File: config.mk
export PLATFORM = sky130hd
export DESIGN_NAME = target_entry_collector
export DESIGN_NICKNAME = d
export VERILOG_FILES = /design/src/rtl/target_entry_collector_pkg.sv /design/src/rtl/target_entry_collector_ps2_digit_decoder.sv /design/src/rtl/target_entry_collector.sv
export SDC_FILE = /design/constraint.sdc
export NUM_CORES = 1
export LEC_CHECK = 0
export CELL_PAD_IN_SITES_DETAIL_PLACEMENT = 1
export CELL_PAD_IN_SITES_GLOBAL_PLACEMENT = 1
export CORE_MARGIN = 3
export CORE_UTILIZATION = 35
export CTS_CLUSTER_DIAMETER = 30
export CTS_CLUSTER_SIZE = 28
export DETAILED_ROUTE_END_ITERATION = 6
export PLACE_DENSITY = 0.8
export SLEW_MARGIN = 20
export SYNTH_ARGS = -nofsm -noshare
export SYNTH_HDL_FRONTEND = slang
export SYNTH_HIERARCHICAL = 1
export SYNTH_SLANG_ARGS = --single-unit
File: constraint.sdc
create_clock -name clock -period 3.5 [get_ports clock]
set_clock_uncertainty 0.1 [all_clocks]
set_input_delay 0.35 -clock clock [delete_from_list [all_inputs] [get_ports clock]]
set_output_delay 0.35 -clock clock [all_outputs]
set_load 0.01 [all_outputs]
File: src/rtl/target_entry_collector_pkg.sv
// Shared scan-code constants, digit lookup table and controller state type
// for the target entry collector.
package target_entry_collector_pkg;

   localparam logic [7:0] SC_BREAK = 8'hF0;
   localparam logic [7:0] SC_EXT   = 8'hE0;
   localparam logic [7:0] SC_ENTER = 8'h5A;
   localparam logic [7:0] SC_BKSP  = 8'h66;
   localparam logic [7:0] SC_ESC   = 8'h76;

   // Entry n holds the make code of digit n.
   localparam logic [9:0][7:0] DIGIT_SC = {
      8'h46, 8'h3E, 8'h3D, 8'h36, 8'h2E, 8'h25, 8'h26, 8'h1E, 8'h16, 8'h45
   };

   localparam int NUM_DIGITS = 8;

   typedef enum logic [2:0] {
      IDLE,
      QUEUE,
      START,
      WAIT_LO,
      WAIT_HI
   } state_t;

endpackage

File: src/rtl/target_entry_collector_ps2_digit_decoder.sv
// Combinational classifier for a single PS/2 set-2 make code: digit value,
// Enter, Backspace or Esc.
module target_entry_collector_ps2_digit_decoder
   import target_entry_collector_pkg::*;
(
   input  logic [7:0] code,
   output logic       is_digit,
   output logic [3:0] digit,
   output logic       is_enter,
   output logic       is_bksp,
   output logic       is_esc
);

   always_comb begin
      is_digit = 1'b0;
      digit    = 4'd0;
      for (int i = 0; i < 10; i++) begin
         if (code == DIGIT_SC[i]) begin
            is_digit = 1'b1;
            digit    = 4'(i);
         end
      end
   end

   assign is_enter = (code == SC_ENTER);
   assign is_bksp  = (code == SC_BKSP);
   assign is_esc   = (code == SC_ESC);

endmodule

File: src/rtl/target_entry_collector.sv
// Collects an 8-digit X/Y target entry from PS/2 scan codes and sequences
// commit (queue) and refresh (start) requests toward the target-list printer.
module target_entry_collector
   import target_entry_collector_pkg::*;
#(
   parameter int QUEUE_HOLD     = 2,
   parameter int FINISH_TIMEOUT = 4
) (
   input  logic        clock,
   input  logic        reset,
   input  logic [7:0]  ps2_byte,
   input  logic        ps2_valid,
   input  logic        finish,
   output logic [32:0] targetx,
   output logic [32:0] targety,
   output logic        queue,
   output logic        start,
   output logic [3:0]  entry_pos,
   output logic        busy
);
   // state   | meaning
   // IDLE    | editing; waits for Enter on a full entry or a pending refresh
   // QUEUE   | queue held high so the printer latches the preview slot
   // START   | one-cycle print request
   // WAIT_LO | waiting for the printer to leave idle (bounded)
   // WAIT_HI | waiting for the print loop to finish

   localparam int CNT_MAX = (QUEUE_HOLD > FINISH_TIMEOUT) ? QUEUE_HOLD : FINISH_TIMEOUT;
   localparam int CW      = $clog2(CNT_MAX + 1);

   state_t            state, state_nxt;
   logic [CW-1:0]     cnt, cnt_nxt;
   logic [7:0][3:0]   dig;
   logic [3:0]        pos;
   logic              pend, brk, ext, clear_after;
   logic              queue_nxt, start_nxt, pend_clr, commit_done, wrap_clear;

   logic              dec_is_digit, dec_is_enter, dec_is_bksp, dec_is_esc;
   logic [3:0]        dec_digit;
   logic              byte_make, key_enter, edit_ok;
   logic              acc_digit, acc_bksp, acc_esc, edit;

   target_entry_collector_ps2_digit_decoder u_ps2_digit_decoder (
      .code     (ps2_byte),
      .is_digit (dec_is_digit),
      .digit    (dec_digit),
      .is_enter (dec_is_enter),
      .is_bksp  (dec_is_bksp),
      .is_esc   (dec_is_esc)
   );

   // Prefix bytes and the byte following a break never count as key presses.
   assign byte_make = ps2_valid && !brk && (ps2_byte != SC_BREAK) && (ps2_byte != SC_EXT);
   assign key_enter = byte_make && dec_is_enter;
   assign edit_ok   = (state != QUEUE);
   assign acc_digit = byte_make && !ext && dec_is_digit && edit_ok && (pos != 4'(NUM_DIGITS));
   assign acc_bksp  = byte_make && !ext && dec_is_bksp && edit_ok && (pos != 4'd0);
   assign acc_esc   = byte_make && !ext && dec_is_esc && edit_ok;
   assign edit      = acc_digit || acc_bksp || acc_esc;

   always_comb begin
      state_nxt   = state;
      cnt_nxt     = cnt;
      pend_clr    = 1'b0;
      commit_done = 1'b0;
      wrap_clear  = 1'b0;
      case (state)
         IDLE: begin
            if (key_enter && (pos == 4'(NUM_DIGITS))) begin
               state_nxt = QUEUE;
               cnt_nxt   = CW'(QUEUE_HOLD - 1);
            end else if (pend && !ps2_valid) begin
               state_nxt = START;
            end
         end
         QUEUE: begin
            if (cnt == '0) begin
               state_nxt   = START;
               commit_done = 1'b1;
            end else begin
               cnt_nxt = cnt - 1'b1;
            end
         end
         START: begin
            state_nxt = WAIT_LO;
            cnt_nxt   = CW'(FINISH_TIMEOUT - 1);
            pend_clr  = 1'b1;
         end
         WAIT_LO: begin
            if (!finish) begin
               state_nxt = WAIT_HI;
            end else if (cnt == '0) begin
               state_nxt = IDLE;
            end else begin
               cnt_nxt = cnt - 1'b1;
            end
         end
         WAIT_HI: begin
            if (finish) begin
               state_nxt  = IDLE;
               wrap_clear = clear_after;
            end
         end
         default: state_nxt = IDLE;
      endcase
      queue_nxt = (state_nxt == QUEUE);
      start_nxt = (state_nxt == START);
   end

   always_ff @(posedge clock) begin
      if (reset) begin
         state <= IDLE;
         cnt   <= '0;
         queue <= 1'b0;
         start <= 1'b0;
      end else begin
         state <= state_nxt;
         cnt   <= cnt_nxt;
         queue <= queue_nxt;
         start <= start_nxt;
      end
   end

   always_ff @(posedge clock) begin
      if (reset) begin
         dig         <= '0;
         pos         <= 4'd0;
         pend        <= 1'b0;
         brk         <= 1'b0;
         ext         <= 1'b0;
         clear_after <= 1'b0;
      end else begin
         if (ps2_valid) begin
            if (brk) begin
               brk <= 1'b0;
               ext <= 1'b0;
            end else if (ps2_byte == SC_BREAK) begin
               brk <= 1'b1;
               ext <= 1'b0;
            end else if (ps2_byte == SC_EXT) begin
               ext <= 1'b1;
            end else begin
               ext <= 1'b0;
            end
         end

         if (acc_digit) begin
            dig[pos[2:0]] <= dec_digit;
            pos           <= pos + 4'd1;
         end else if (acc_bksp) begin
            dig[pos[2:0] - 3'd1] <= 4'd0;
            pos                  <= pos - 4'd1;
         end else if (acc_esc) begin
            dig <= '0;
            pos <= 4'd0;
         end

         if (edit || commit_done || wrap_clear) begin
            pend <= 1'b1;
         end else if (pend_clr) begin
            pend <= 1'b0;
         end

         if (commit_done) begin
            clear_after <= 1'b1;
         end else if (wrap_clear) begin
            clear_after <= 1'b0;
         end

         // The post-commit wipe overrides any edit landing in the same cycle.
         if (wrap_clear) begin
            dig <= '0;
            pos <= 4'd0;
         end
      end
   end

   always_comb begin
      targetx = '0;
      targety = '0;
      for (int i = 0; i < 4; i++) begin
         targetx[8*(3-i) +: 4] = dig[i];
         targety[8*(3-i) +: 4] = dig[i+4];
      end
   end

   assign entry_pos = pos;
   assign busy      = (state != IDLE);

endmodule

==> out/qor.yml, run 1 <==
clocking:
  insertion_delay_ps: 310
  cts_tree: "yes"
  clockBufferDepth: 2
  post-cts-setup-buffers: 0
  cts.reportedPaths.clkPinSlew_ps: 100
  root_buffer: "clkbuf_8"
  cts_resized: 0
  cts_hold_buf: 0
  h-tree-depth: 2
  cts_sinks: 48
  cts_buffers: 5
pwr:
  p_leak_nw: 1.232
  p_per_area_mw_per_mm2: 398.7
  ir_drop_uv: 283.1
synthesis:
  synth-async-reset-ratio_pct: 0
  ys_warn_count: 6
  synth-seq-area-share_pct: 32.15
  avgSynthCellArea_um2: 8.614
  synth-main-ff-cell: "dfxtp_1"
  syn-cell-area_mm2: 0.002989
  ys_seq_elements: 48
  synth_cell_types: 72
  synth_edf_count: 0
  synth_cells: 347
floorplanning:
  start_util_pct: 36.20
  rows: 33
  die_h_um: 98.42
  ios: 85
  dieArea_mm2: 0.009686
  core_mm2: 0.008258
  die_w_um: 98.42
placement:
  dp_cells: 494
  numPortBuffers: 50
  globalplace.congestion: 0.9169
  dpl_cell_area_mm2: 0.003472
  dpl.hpwl_um: 6498
setup_path:
  critical_path.max_stage_delay_ps: 500
  worst-setup-path-type: "primary input to flip-flop"
  worst-path-max-fanout: 8
  cp_top_family: "simple AND/OR/NAND/NOR gates"
  crit_buf_inv: 2
  crit_arrival_ps: 3240
  r2r_end: "targetx[25]$_SDFFE_PP0P_"
  cp_cell_sequence: "clkdlybuf4s50_1 > or2b_2 > mux2_1 > nor3_1 > or4_1 > a21boi_2 > buf_4 > nand4_1 > o32ai_1"
  startpoint_type: "primary input"
  slowest_stage: "clkdlybuf4s50_1"
  setup.worst_path.start: "ps2_byte[1]"
  worstSetupEndpointType: "flip-flop"
  worstPathRequired_ps: 3610
  rrSetupSlack_ps: 910
  r2r_start: "entry_pos[1]$_SDFFE_PP0P_"
  r2r_cells: 7
worst_hold_path:
  holdCritPathClass: "flip-flop to flip-flop"
  hold_depth: 2
  hold_path_startpoint: "targety[2]$_SDFFE_PP0P_"
  whs_endpoint: "targety[2]$_SDFFE_PP0P_"
layout:
  post-route-util_pct: 43.44
  layout-drive-gt1-share_pct: 12.34
  fillers: 1007
  nets: 412
  stdcell_count: 502
  final_cell_area_mm2: 0.003587
  area_growth_syn_to_layout_pct: 20.01
  n_antenna_cell: 0
drt:
  drt_wl_total_um: 8404
  num_vias: 2704
  ant_nets: 0
  first_pass_iters: 4
  avgRoutedWirePerCell_um: 16.74
  drc: 0
  vias_per_cell: 5.386
  first_iter_violations: 79
timing:
  worstMarginPinSlew_ps: 851.8
  final-hold-violation-count: 0
  finalSetupViolCount: 0
  maxSlewHeadroom_pct: 43.14
  maxClockFrequency_mhz: 319.8
  slew_violations: 0
  fin_crit_ps: 3127
  grt_setup_unrepaired: "no"
  tns_ps: 0
  post-route-period-util_pct: 89.34
global_route:
  grt_util_all_layers_pct: 17.11
  grt_max_degree: 25
  overflow: 0
  grt_pass1_vias: 2692
  grt_pass1_wl_um: 13610
  antenna_found_initial: 0
run_status:
  status: "complete, no violations"
run:
  cap_violations: 0
## cells in the final DEF (no fill, tap or decap), types with 3 or more instances in the layout
master,instances
o32ai_1,4
nor3b_1,3
and4_1,4
nor4_1,3
nor2_1,21
a32o_1,12
nand2b_1,9
clkdlybuf4s50_1,50
nand3_1,7
buf_4,12
a221o_1,3
o21ai_0,8
o22ai_1,17
dfxtp_1,48
a41oi_1,3
clkbuf_8,5
inv_1,20
or4_1,3
a21oi_2,3
nand4_1,8
ha_1,4
nor3_1,7
conb_1,34
a21oi_1,13
nand2_1,27
nor2b_1,6
## worst min-delay path, stage by stage, from the launching register on
cell and delay [ps]:
dfxtp_1 320, inv_1 50, o22ai_1 70
## routing by layer
| layer | vias up | track usage (%) | share of wire, % |
|---|---|---|---|
| met5 | - | 0 | 0 |
| met4 | 0 | 5.357 | 1.2 |
| met3 | 8 | 3.255 | 4.2 |
| met2 | 60 | 29.49 | 51 |
| met1 | 1328 | 21.64 | 44 |
| li1 | 1308 | - | - |
## cell type report
type	count	area (µm²)	share of cell area, %
well taps	105	131.4	3.662
flip-flops and latches	48	960.9	26.79
repair buffers	62	590.6	16.46
clock inverters	3	46.29	1.291
multi-input cells	259	1714	47.79
clock buffers	5	68.82	1.918
inverters	20	75.07	2.093
## synthesized netlist by cell type (all sizes together), types with 6 or more instances
library cell / n / share of area [%]
o22ai: 17 / 3.6
a32o: 12 / 4.0
nor2: 21 / 2.6
nand3: 7 / 1.2
inv: 20 / 2.5
nand4: 9 / 2.1
nand2b: 10 / 2.3
nand2: 28 / 3.6
dfxtp: 48 / 32
a21oi: 18 / 4.1
buf: 45 / 11
nor3: 7 / 1.2
nor2b: 6 / 1.3
clkbuf: 8 / 1.0
o21ai: 8 / 1.3
## sequential cells by signal, indices dropped and copies added (netlist names)
name	flops
cnt	3
queue	1
brk	1
ext	1
clear_after	1
entry_pos	4
state	3
pend	1
targety	16
start	1
targetx	16
## how the worst max path moves through the flow
stage / slack, ps / cells after the start / end
floorplan: 720 / 11 / targetx[10]$_SDFFE_PP0P_
global placement: 110 / 9 / targetx[26]$_SDFFE_PP0P_
detailed placement: 90 / 10 / targety[18]$_SDFFE_PP0P_
CTS: 410 / 10 / targety[18]$_SDFFE_PP0P_
global route: 160 / 9 / targetx[26]$_SDFFE_PP0P_
finish: 370 / 9 / targetx[25]$_SDFFE_PP0P_
## metrics by stage
| step | hold slack (ps) | total power, mW | worst slack (ps) |
|---|---|---|---|
| after floorplan | 334.3 | 0.9308 | 721.3 |
| after global routing | 398.7 | 1.510 | 160.5 |
| after CTS | 383.6 | 1.436 | 408.1 |
| after global placement | 359.3 | 1.006 | 105.6 |
| after detailed placement | 369.9 | 1.018 | 86.00 |
| final | 377.1 | 1.430 | 373.2 |
## cells by family (layout without fill, tap and decap cells)
| kind of cell | Yosys count | in the layout | synth area share, % |
|---|---|---|---|
| simple gates | 123 | 123 | 24.36 |
| xor+xnor | 2 | 2 | 1.088 |
| other cells | 1 | 34 | 0.1255 |
| buf+inv | 73 | 90 | 14.65 |
| fa+ha+maj | 4 | 4 | 1.674 |
| mux | 4 | 4 | 1.423 |
| compound gates | 92 | 92 | 24.53 |
| flops | 48 | 48 | 32.15 |
## power by group
group          total [mW]  switching, mW  internal, mW
clock               0.421          0.205         0.216
combinational       0.383          0.226         0.157
sequential          0.627         0.0410         0.586
No activity file was read; power rests on OpenSTA's default activity.
==> run 2, diff against run 1 <==
--- a/config.mk
+++ b/config.mk
@@ -18,3 +18,4 @@
 export SYNTH_HDL_FRONTEND = slang
 export SYNTH_HIERARCHICAL = 1
 export SYNTH_SLANG_ARGS = --single-unit
+export TNS_END_PERCENT = 10
==> constraint.sdc (replaced) <==
create_clock -name clock -period 3.5 [get_ports clock]
set_clock_uncertainty 0.1 [all_clocks]
set_input_delay 0.35 -clock clock [delete_from_list [all_inputs] [get_ports clock]]
set_output_delay 0.35 -clock clock [all_outputs]
set_load 0.1 [all_outputs]
==> out/qor.yml, run 2 (synthesis results as in run 1) <==
run_status:
  status: "complete, no violations"  # unchanged
setup_path:
  r2r_end: "targetx[26]$_SDFFE_PP0P_"  # was targetx[25]$_SDFFE_PP0P_
  worst-setup-path-type: "primary input to flip-flop"  # unchanged
  rrSetupSlack_ps: 840  # was 910 ps
  r2r_cells: 7  # unchanged
  crit_arrival_ps: 3280  # was 3240 ps
  worstSetupEndpointType: "flip-flop"  # unchanged
  startpoint_type: "primary input"  # unchanged
  r2r_start: "entry_pos[1]$_SDFFE_PP0P_"  # unchanged
  worstPathRequired_ps: 3560  # was 3610 ps
  setup.worst_path.start: "ps2_byte[5]"  # was ps2_byte[1]
  worst-path-max-fanout: 9  # was 8
  worstSetupEndpoint: "targety[16]$_SDFFE_PP0P_"  # was targetx[25]$_SDFFE_PP0P_
timing:
  maxClockFrequency_mhz: 310.3  # was 319.8 MHz
  tns_ps: 0  # unchanged
  final-hold-violation-count: 0  # unchanged
  whs_ps: 374.5  # was 377.1 ps
  maxSlewHeadroom_pct: 33.13  # was 43.14%
  fin_crit_ps: 3223  # was 3127 ps
  grt_setup_unrepaired: "no"  # unchanged
  post-route-period-util_pct: 92.08  # was 89.34%
  finalSetupViolCount: 0  # unchanged
  worstMarginPinSlew_ps: 1000  # was 851.8 ps
  slew_violations: 0  # unchanged
global_route:
  grt_util_all_layers_pct: 17.74  # was 17.11%
  grt_pass1_vias: 2780  # was 2692
  grt_max_degree: 25  # unchanged
  antenna_found_initial: 0  # unchanged
  overflow: 0  # unchanged
  grt_pass1_wl_um: 14320  # was 13610 µm
clocking:
  cts.reportedPaths.clkPinSlew_ps: 100  # about the same
  cts_tree: "yes"  # unchanged
  cts_buffers: 5  # unchanged
  cts_resized: 0  # unchanged
  cts_hold_buf: 0  # unchanged
  h-tree-depth: 2  # unchanged
  clockBufferDepth: 2  # unchanged
  post-cts-setup-buffers: 0  # unchanged
  insertion_delay_ps: 310  # about the same
  cts_sinks: 48  # unchanged
  root_buffer: "clkbuf_8"  # unchanged
layout:
  layout_commonest_cell: "dfxtp_1"  # was clkdlybuf4s50_1
  nets: 410  # was 412
  n_antenna_cell: 0  # unchanged
  stdcell_count: 500  # was 502
  fillers: 1024  # was 1007
  area_growth_syn_to_layout_pct: 19.59  # was 20.01%
  layout-drive-gt1-share_pct: 12.91  # was 12.34%
  layout_common_cells: "48 x dfxtp_1, 46 x clkdlybuf4s50_1, 34 x conb_1"  # was 50 x clkdlybuf4s50_1, 48 x dfxtp_1, 34 x conb_1
placement:
  dpl.hpwl_um: 6375  # was 6498 µm
  globalplace.congestion: 0.8782  # was 0.9169
  dp_cells: 492  # was 494
  numPortBuffers: 50  # unchanged
drt:
  first_pass_iters: 5  # was 4
  vias_per_cell: 5.502  # was 5.386
  first_iter_violations: 130  # was 79
  num_vias: 2751  # was 2704
  drt_wl_total_um: 8791  # was 8404 µm
  avgRoutedWirePerCell_um: 17.58  # was 16.74 µm
  drc: 0  # unchanged
  ant_nets: 0  # unchanged
run:
  cap_violations: 0  # unchanged
floorplanning:
  ios: 85  # unchanged
  core_mm2: 0.008258  # unchanged
  die_w_um: 98.42  # unchanged
  rows: 33  # unchanged
  start_util_pct: 36.20  # unchanged
  die_h_um: 98.42  # unchanged
  dieArea_mm2: 0.009686  # unchanged
pwr:
  power_mw: 1.721  # was 1.430 mW
  ir_drop_uv: 498.1  # was 283.1 µV
  p_per_area_mw_per_mm2: 481.5  # was 398.7 mW/mm²
  p_leak_nw: 1.232  # about the same
worst_hold_path:
  holdCritPathClass: "flip-flop to flip-flop"  # unchanged
run 2: cell count changes in the layout (fill, tap and decap cells not counted), sizes merged:
cell,previous run,this run
buf,12,14
clkdlybuf4s50,50,46
run 2: how the worst min path moves through the flow:
stage                              from                       end  slack, ps  cells after the start
2_1_floorplan                     reset       state[1]$_SDFF_PP0_        330                      1
3_3_place_gp           brk$_SDFFE_PP0P_          brk$_SDFFE_PP0P_        360                      2
3_5_place_dp   targety[26]$_SDFFE_PP0P_  targety[26]$_SDFFE_PP0P_        370                      2
4_1_cts         targety[3]$_SDFFE_PP0P_   targety[3]$_SDFFE_PP0P_        380                      2
5_1_grt         targety[3]$_SDFFE_PP0P_   targety[3]$_SDFFE_PP0P_        410                      2
6_report       targetx[27]$_SDFFE_PP0P_  targetx[27]$_SDFFE_PP0P_        370                      2
run 2: per-stage QoR:
step / area (µm²) / utilization (%) / worst slack, ps
after floorplan: 3113 / - / 518.1
after global placement: 3460 / 41.89 / 135.2
after detailed placement: 3460 / 41.89 / 22.88
after CTS: 3575 / 43.29 / 308.8
after global routing: 3575 / 43.29 / 134.2
final: 3575 / 43.29 / 277.1
run 2: where the power goes:
| part | switching [mW] | total, mW | internal [mW] |
|---|---|---|---|
| combinational | 0.509 | 0.663 | 0.155 |
| clock | 0.214 | 0.430 | 0.216 |
| sequential | 0.0417 | 0.628 | 0.586 |
| total | 0.765 | 1.72 | 0.956 |
run 2: critical path, stage by stage:
cell and delay [ps]:
clkdlybuf4s50_1 550, or2b_1 280, o32a_1 150, nor2_1 70
or4_1 570, nor2b_1 200, a21oi_4 200, nand2_2 140
a221oi_1 590, o22ai_1 190
run 2: per-layer routing:
layer | share of wire (%) | global-route usage [%] | vias to the layer above
met5 | 0 | 0 | -
met4 | 1.1 | 3.887 | 0
met3 | 4.3 | 3.114 | 17
met2 | 53 | 32.19 | 77
met1 | 42 | 21.89 | 1353
li1 | - | - | 1304
run 2: final cells by class:
cell class	count	area [µm²]	area share, %
clock buffers	5	68.82	1.925
clock inverters	3	46.29	1.295
inverters	20	75.07	2.100
multi-input cells	259	1714	47.95
flip-flops and latches	48	960.9	26.88
well taps	105	131.4	3.675
repair buffers	60	578.1	16.17
==> run 3, diff against run 2 <==
--- a/config.mk
+++ b/config.mk
@@ -5,6 +5,7 @@
 export SDC_FILE = /design/constraint.sdc
 export NUM_CORES = 1
 export LEC_CHECK = 0
+export ABC_CLOCK_PERIOD_IN_PS = 3500
 export CELL_PAD_IN_SITES_DETAIL_PLACEMENT = 1
 export CELL_PAD_IN_SITES_GLOBAL_PLACEMENT = 1
 export CORE_MARGIN = 3
==> results of run 3 <==
No change in the layout: final DEF, timing and power equal those of run 2.
